[src/rtl/dma_address.sv]
// DMA engine between an 8-bit CPU port and a 4-bit memory port: accepts a descriptor,
// forwards it to memory, then moves len bytes through a byte FIFO split into nibbles.
module dma_address #(
    parameter int FIFO_DEPTH = 4
) (
    input  logic        clk,
    input  logic        resetn,
    input  logic        mode,
    input  logic        address_in_valid,
    output logic        address_in_enable,
    input  logic [31:0] addr_in,
    input  logic [31:0] len_in,
    output logic        address_out_valid,
    input  logic        address_out_enable,
    output logic [31:0] address_reg,
    output logic [31:0] len_reg,
    input  logic        cpu_to_dma_valid,
    output logic        cpu_to_dma_enable,
    input  logic [7:0]  cpu_data_out,
    output logic        dma_to_cpu_valid,
    input  logic        dma_to_cpu_enable,
    output logic [7:0]  cpu_data_in,
    input  logic        mem_to_dma_valid,
    output logic        mem_to_dma_enable,
    input  logic [3:0]  mem_data_out,
    output logic        dma_to_mem_valid,
    input  logic        dma_to_mem_enable,
    output logic [3:0]  mem_data_in
);
    localparam int AW = $clog2(FIFO_DEPTH);

    typedef enum logic [1:0] {S_IDLE, S_ADDR, S_DATA} state_e;

    state_e      state_q, state_d;
    logic [31:0] addr_q, addr_d;
    logic [31:0] len_q, len_d;
    logic        mode_q, mode_d;
    logic [31:0] in_cnt_q, in_cnt_d;
    logic [31:0] out_cnt_q, out_cnt_d;
    logic        tx_hi_q, tx_hi_d;
    logic        rx_hi_q, rx_hi_d;
    logic [3:0]  stage_q, stage_d;
    logic [AW:0] wr_ptr_q, wr_ptr_d;
    logic [AW:0] rd_ptr_q, rd_ptr_d;
    logic [7:0]  fifo_q [FIFO_DEPTH];

    logic        fifo_empty, fifo_full, src_ok;
    logic        in_idle, in_addr, in_data;
    logic        push, pop;
    logic [7:0]  push_data;
    logic [7:0]  head;

    assign fifo_empty = (wr_ptr_q == rd_ptr_q);
    assign fifo_full  = (wr_ptr_q[AW] != rd_ptr_q[AW]) && (wr_ptr_q[AW-1:0] == rd_ptr_q[AW-1:0]);
    assign head       = fifo_q[rd_ptr_q[AW-1:0]];
    assign src_ok     = !fifo_full && (in_cnt_q < len_q);

    assign in_idle = (state_q == S_IDLE);
    assign in_addr = (state_q == S_ADDR);
    assign in_data = (state_q == S_DATA);

    // Handshake outputs depend only on registered state, forced low while in reset.
    assign address_in_enable = in_idle & resetn;
    assign address_out_valid = in_addr & resetn;
    assign cpu_to_dma_enable = in_data & mode_q & src_ok & resetn;
    assign dma_to_mem_valid  = in_data & mode_q & !fifo_empty & resetn;
    assign mem_to_dma_enable = in_data & !mode_q & src_ok & resetn;
    assign dma_to_cpu_valid  = in_data & !mode_q & !fifo_empty & resetn;

    assign address_reg = addr_q;
    assign len_reg     = len_q;
    assign cpu_data_in = head;
    assign mem_data_in = tx_hi_q ? head[7:4] : head[3:0];

    // NOTE: every signal written here gets a default first so no latch is inferred.
    always_comb begin
        state_d   = state_q;
        addr_d    = addr_q;
        len_d     = len_q;
        mode_d    = mode_q;
        in_cnt_d  = in_cnt_q;
        out_cnt_d = out_cnt_q;
        tx_hi_d   = tx_hi_q;
        rx_hi_d   = rx_hi_q;
        stage_d   = stage_q;
        wr_ptr_d  = wr_ptr_q;
        rd_ptr_d  = rd_ptr_q;
        push      = 1'b0;
        pop       = 1'b0;
        push_data = 8'h00;

        case (state_q)
            S_IDLE: begin
                if (address_in_valid && address_in_enable) begin
                    addr_d    = addr_in;
                    len_d     = len_in;
                    mode_d    = mode;
                    in_cnt_d  = 32'd0;
                    out_cnt_d = 32'd0;
                    tx_hi_d   = 1'b0;
                    rx_hi_d   = 1'b0;
                    stage_d   = 4'h0;
                    wr_ptr_d  = '0;
                    rd_ptr_d  = '0;
                    state_d   = S_ADDR;
                end
            end
            S_ADDR: begin
                if (address_out_valid && address_out_enable)
                    state_d = (len_q == 32'd0) ? S_IDLE : S_DATA;
            end
            S_DATA: begin
                if (mode_q) begin
                    if (cpu_to_dma_valid && cpu_to_dma_enable) begin
                        push      = 1'b1;
                        push_data = cpu_data_out;
                        in_cnt_d  = in_cnt_q + 32'd1;
                    end
                    if (dma_to_mem_valid && dma_to_mem_enable) begin
                        tx_hi_d = !tx_hi_q;
                        pop     = tx_hi_q;
                    end
                end else begin
                    // Low nibble is parked in stage until its high partner arrives.
                    if (mem_to_dma_valid && mem_to_dma_enable) begin
                        if (!rx_hi_q) begin
                            stage_d = mem_data_out;
                            rx_hi_d = 1'b1;
                        end else begin
                            push      = 1'b1;
                            push_data = {mem_data_out, stage_q};
                            rx_hi_d   = 1'b0;
                            in_cnt_d  = in_cnt_q + 32'd1;
                        end
                    end
                    if (dma_to_cpu_valid && dma_to_cpu_enable)
                        pop = 1'b1;
                end
                if (pop) begin
                    rd_ptr_d  = rd_ptr_q + (AW+1)'(1);
                    out_cnt_d = out_cnt_q + 32'd1;
                    if (out_cnt_q + 32'd1 == len_q)
                        state_d = S_IDLE;
                end
                if (push)
                    wr_ptr_d = wr_ptr_q + (AW+1)'(1);
            end
            default: state_d = S_IDLE;
        endcase
    end

    always_ff @(posedge clk) begin
        if (!resetn) begin
            state_q   <= S_IDLE;
            addr_q    <= 32'd0;
            len_q     <= 32'd0;
            mode_q    <= 1'b0;
            in_cnt_q  <= 32'd0;
            out_cnt_q <= 32'd0;
            tx_hi_q   <= 1'b0;
            rx_hi_q   <= 1'b0;
            stage_q   <= 4'h0;
            wr_ptr_q  <= '0;
            rd_ptr_q  <= '0;
        end else begin
            state_q   <= state_d;
            addr_q    <= addr_d;
            len_q     <= len_d;
            mode_q    <= mode_d;
            in_cnt_q  <= in_cnt_d;
            out_cnt_q <= out_cnt_d;
            tx_hi_q   <= tx_hi_d;
            rx_hi_q   <= rx_hi_d;
            stage_q   <= stage_d;
            wr_ptr_q  <= wr_ptr_d;
            rd_ptr_q  <= rd_ptr_d;
        end
    end

    // NOTE: FIFO storage is not reset; resetting the pointers is enough to discard it.
    always_ff @(posedge clk) begin
        if (push)
            fifo_q[wr_ptr_q[AW-1:0]] <= push_data;
    end
endmodule

[config.mk]
export PLATFORM = sky130hd
export DESIGN_NAME = dma_address
export DESIGN_NICKNAME = d
export VERILOG_FILES = /design/src/rtl/dma_address.sv
export SDC_FILE = /design/constraint.sdc
export NUM_CORES = 1
export LEC_CHECK = 0
export CORE_MARGIN = 2
export CORE_UTILIZATION = 55
export DETAILED_ROUTE_END_ITERATION = 8
export PLACE_DENSITY = 0.83
export SYNTH_ARGS = -nofsm -noshare
export SYNTH_HDL_FRONTEND = slang
export SYNTH_SLANG_ARGS = --single-unit
[constraint.sdc]
create_clock -name clk -period 10.1 [get_ports clk]
set_clock_uncertainty 0.15 [all_clocks]
set_input_delay 2.02 -clock clk [delete_from_list [all_inputs] [get_ports clk]]
set_output_delay 2.02 -clock clk [all_outputs]
set_load 0.02 [all_outputs]
==> flow_metrics.tcl <==
set metrics [dict create \
    cts_hold_buf 0 \
    seqPwrFrac_pct 45.7 \
    rows 47 \
    clk_pin_slew_worst_paths_ps 70 \
    grtUsageTotal_pct 27.8 \
    path_class "primary input to primary output" \
    p_comb_share_pct 14.8 \
    critPathTopFamily "buffers and inverters" \
    dr.pass1.iters 5 \
    required_ps 7930 \
    via_count 8739 \
    cap_violations 0 \
    min_period_ps 6240 \
    yosys-top-cells-area "dfxtp_1, edfxtp_1, nand2_1, o21ai_0, ha_1" \
    hp-class "register to register" \
    via_per_inst 5.89 \
    insertion_delay_ps 450 \
    timing.rr.start "out_cnt_q[0]$_SDFFE_PN0P_" \
    synth_compound_area_share_pct 15.5 \
    synthMuxAreaShare_pct 2.97 \
    arrival_ps 4070 \
    fill_cells 1300 \
    drive_gt1_share_pct 5.07 \
    outcome "finished, final reports clean" \
    crit_slowest_cell "buf_4" \
    worstMarginPinSlew_ps 1200 \
    hpwl_um 17600 \
    numClockSinks 177 \
    ys_warn_count 0 \
    path_cells "buf_4 > buf_4 > nor2b_1 > nand2_1 > nor2_1 > clkdlybuf4s50_1" \
    p_clk_share_pct 39.4 \
    stdcell_count 1483 \
    critPathMaxFanout 112 \
    grt_overflow_total 0 \
    rsz0062_at_grt "no" \
    ys_seq_area_share_pct 41.1 \
    gp_congestion 0.913 \
    p_int_uw 1210 \
    finish.utilization_pct 70.3 \
    cts_tree "yes" \
    synth-seq-cells 177 \
    cp_common_cell "buf_4" \
    timing.final.crit_share_pct 61.8 \
    ys_async_sr_fraction_pct 0 \
    die_x_um 135 \
    synth_area_um2 9390 \
    maxSlewHeadroom_pct 20.2 \
    htreeDepth 4 \
    die_h_um 135 \
    synth_top_cell_by_area "dfxtp_1" \
    final_antenna_net_count 0 \
    antenna_cells 0 \
    avgRoutedWirePerCell_um 16.9 \
    postSynthAreaPerCell_um2 8.33 \
    maxSlewViolCount 0 \
    dieArea_um2 18100 \
    drcViolationCount 0 \
    synth_flop_cell "dfxtp_1" \
    post_cts_resized 0 \
    total_leakage_power_uw 0.00413 \
    max_freq_ghz 0.160 \
    yosys.area_share.xor_xnor_pct 5.78 \
    finalHoldViolations 0 \
    grt_pass1_vias 8148 \
    cp-start-kind "primary input" \
    grt_pass1_wl_um 40200 \
    fin_nets 1373 \
    drt-total-wl_um 25100 \
    numCtsBuffers 17 \
    synth_top_family_by_area "simple AND/OR/NAND/NOR gates" \
    netlist_instances 1128 \
    dp.cells 1451 \
    antenna_found_initial 0 \
    cts_setup_buffers 0 \
    cp_num_buf_inv 3 \
    fin_setup_tns_ps 0 \
    synth.distinct_cells 60 \
    crit_path_end_kind "primary output" \
    start_util_pct 56.4 \
    synthSimpleGateAreaFrac_pct 25.1 \
    dpl_cell_area_um2 11100 \
    synth_fa_ha_area_share_pct 5.06 \
    port_buffers 166 \
    clockRootBuffer "clkbuf_16" \
    finalSetupViolCount 0 \
    ir_worst_vdd_uv 134 \
    core_area_um2 16600 \
    cts_max_path_buffers 2 \
    ioPinCount 167 \
    hold_start "address_reg[3]$_SDFFE_PN0P_" \
    synth_top_area_share_pct 30.9 \
    p_sw_uw 486 \
    p_per_area_nw_per_um2 145 \
    area_delta_synth_final_pct 24.5 \
    cp-startpoint "resetn" \
    synth_fp_nets 1251 \
    drtIter0Drc 875 \
    slowest_delay_ps 820 \
    stdcell_area_um2 11700 \
    synth_edf_count 32 \
    swShare_pct 28.6 \
    grt_max_degree 115 \
]
==> final timing paths <==
kind / endpoint / slack (ps) / depth (start not counted)
min reg2reg: address_reg[3]$_SDFFE_PN0P_ / 310 / 2
max: dma_to_cpu_valid / 3860 / 6
max reg2reg: state_q[1]$_SDFFE_PN0P_ / 6110 / 9
min: address_reg[3]$_SDFFE_PN0P_ / 310 / 2
==> routing by layer <==
metal	track usage, %	wire, um
met3	7.24	2090
met1	36.0	10900
met4	10.8	676
met2	44.7	11500
met5	0	0
==> logic make-up (layout without fill, tap and decap cells) <==
| kind of cell | count (synthesis) | in the layout |
|---|---|---|
| AO/OA/AOI/OAI | 244 | 244 |
| XOR/XNOR | 62 | 62 |
| adder cells (fa/ha/maj) | 38 | 38 |
| buffers and inverters | 109 | 244 |
| flip-flops | 177 | 177 |
| multiplexers | 17 | 17 |
| AND/OR/NAND/NOR | 481 | 481 |
==> synth_stat cells (all sizes together) (12+ instances only) <==
| master | n |
|---|---|
| nand2 | 185 |
| nor3 | 32 |
| ha | 38 |
| xnor2 | 29 |
| nor2b | 15 |
| edfxtp | 32 |
| clkbuf | 62 |
| nand3 | 42 |
| o21a | 13 |
| a21boi | 16 |
| dfxtp | 145 |
| xor2 | 33 |
| a21oi | 48 |
| or3 | 12 |
| nor4 | 19 |
| inv | 40 |
| and3 | 19 |
| nand4 | 27 |
| o21ai | 113 |
| nor2 | 71 |
| and2 | 24 |
==> cells in the final DEF (no fill, tap or decap), drive strengths merged, types with 4 or more instances in the layout <==
master,Yosys,final
o31ai,8,8
buf,7,7
a22oi,9,9
a21oi,48,48
clkdlybuf4s50,0,165
a21boi,16,16
nand2,185,185
a31oi,8,8
o21a,13,13
nor2,71,71
clkinvlp,0,4
nand3,42,42
a32o,6,6
dfxtp,145,145
xor2,33,33
o21ai,113,113
and2,24,24
inv,40,48
nor4,19,19
nand2b,7,7
ha,38,38
and3,19,19
xnor2,29,29
nand4,27,27
and4,7,7
mux2,7,7
nor3b,5,5
nand4b,5,5
or2,6,6
mux4,8,8
nor3,32,32
edfxtp,32,32
nor2b,15,15
or3,12,12
clkbuf,62,17
==> worst min-delay path, cell delays in order, from the launching register on <==
cell     delay (ps)
dfxtp_1         310
nand2_1          50
o21ai_0          60
==> power groups by stage <==
| stage | Combinational [uW] | Sequential, uW | Clock [uW] |
|---|---|---|---|
| 2_1_floorplan | 114 | 802 | 0 |
| 3_3_place_gp | 247 | 792 | 0 |
| 3_5_place_dp | 250 | 792 | 0 |
| 4_1_cts | 251 | 776 | 674 |
| 5_1_grt | 274 | 780 | 701 |
| 6_report | 252 | 777 | 670 |
==> cell type report <==
| cell class | count | area, um^2 | share of cell area, % |
|---|---|---|---|
| clock inverters | 15 | 170 | 1.45 |
| clock buffers | 17 | 425 | 3.64 |
| flip-flops and latches | 177 | 3860 | 33.0 |
| multi-input cells | 842 | 5110 | 43.7 |
| repair buffers | 172 | 1700 | 14.6 |
| well taps | 220 | 275 | 2.35 |
| inverters | 40 | 150 | 1.28 |
==> per-stage QoR <==
stage                     total power [uW]  setup WS, ps  hold WS, ps
after global placement                1040          3840          293
after global routing                  1750          3700          333
after floorplan                        916          5090          307
final                                 1700          3860          308
after CTS                             1700          3820          310
after detailed placement              1040          3840          300
No activity file was read; power rests on OpenSTA's default activity.
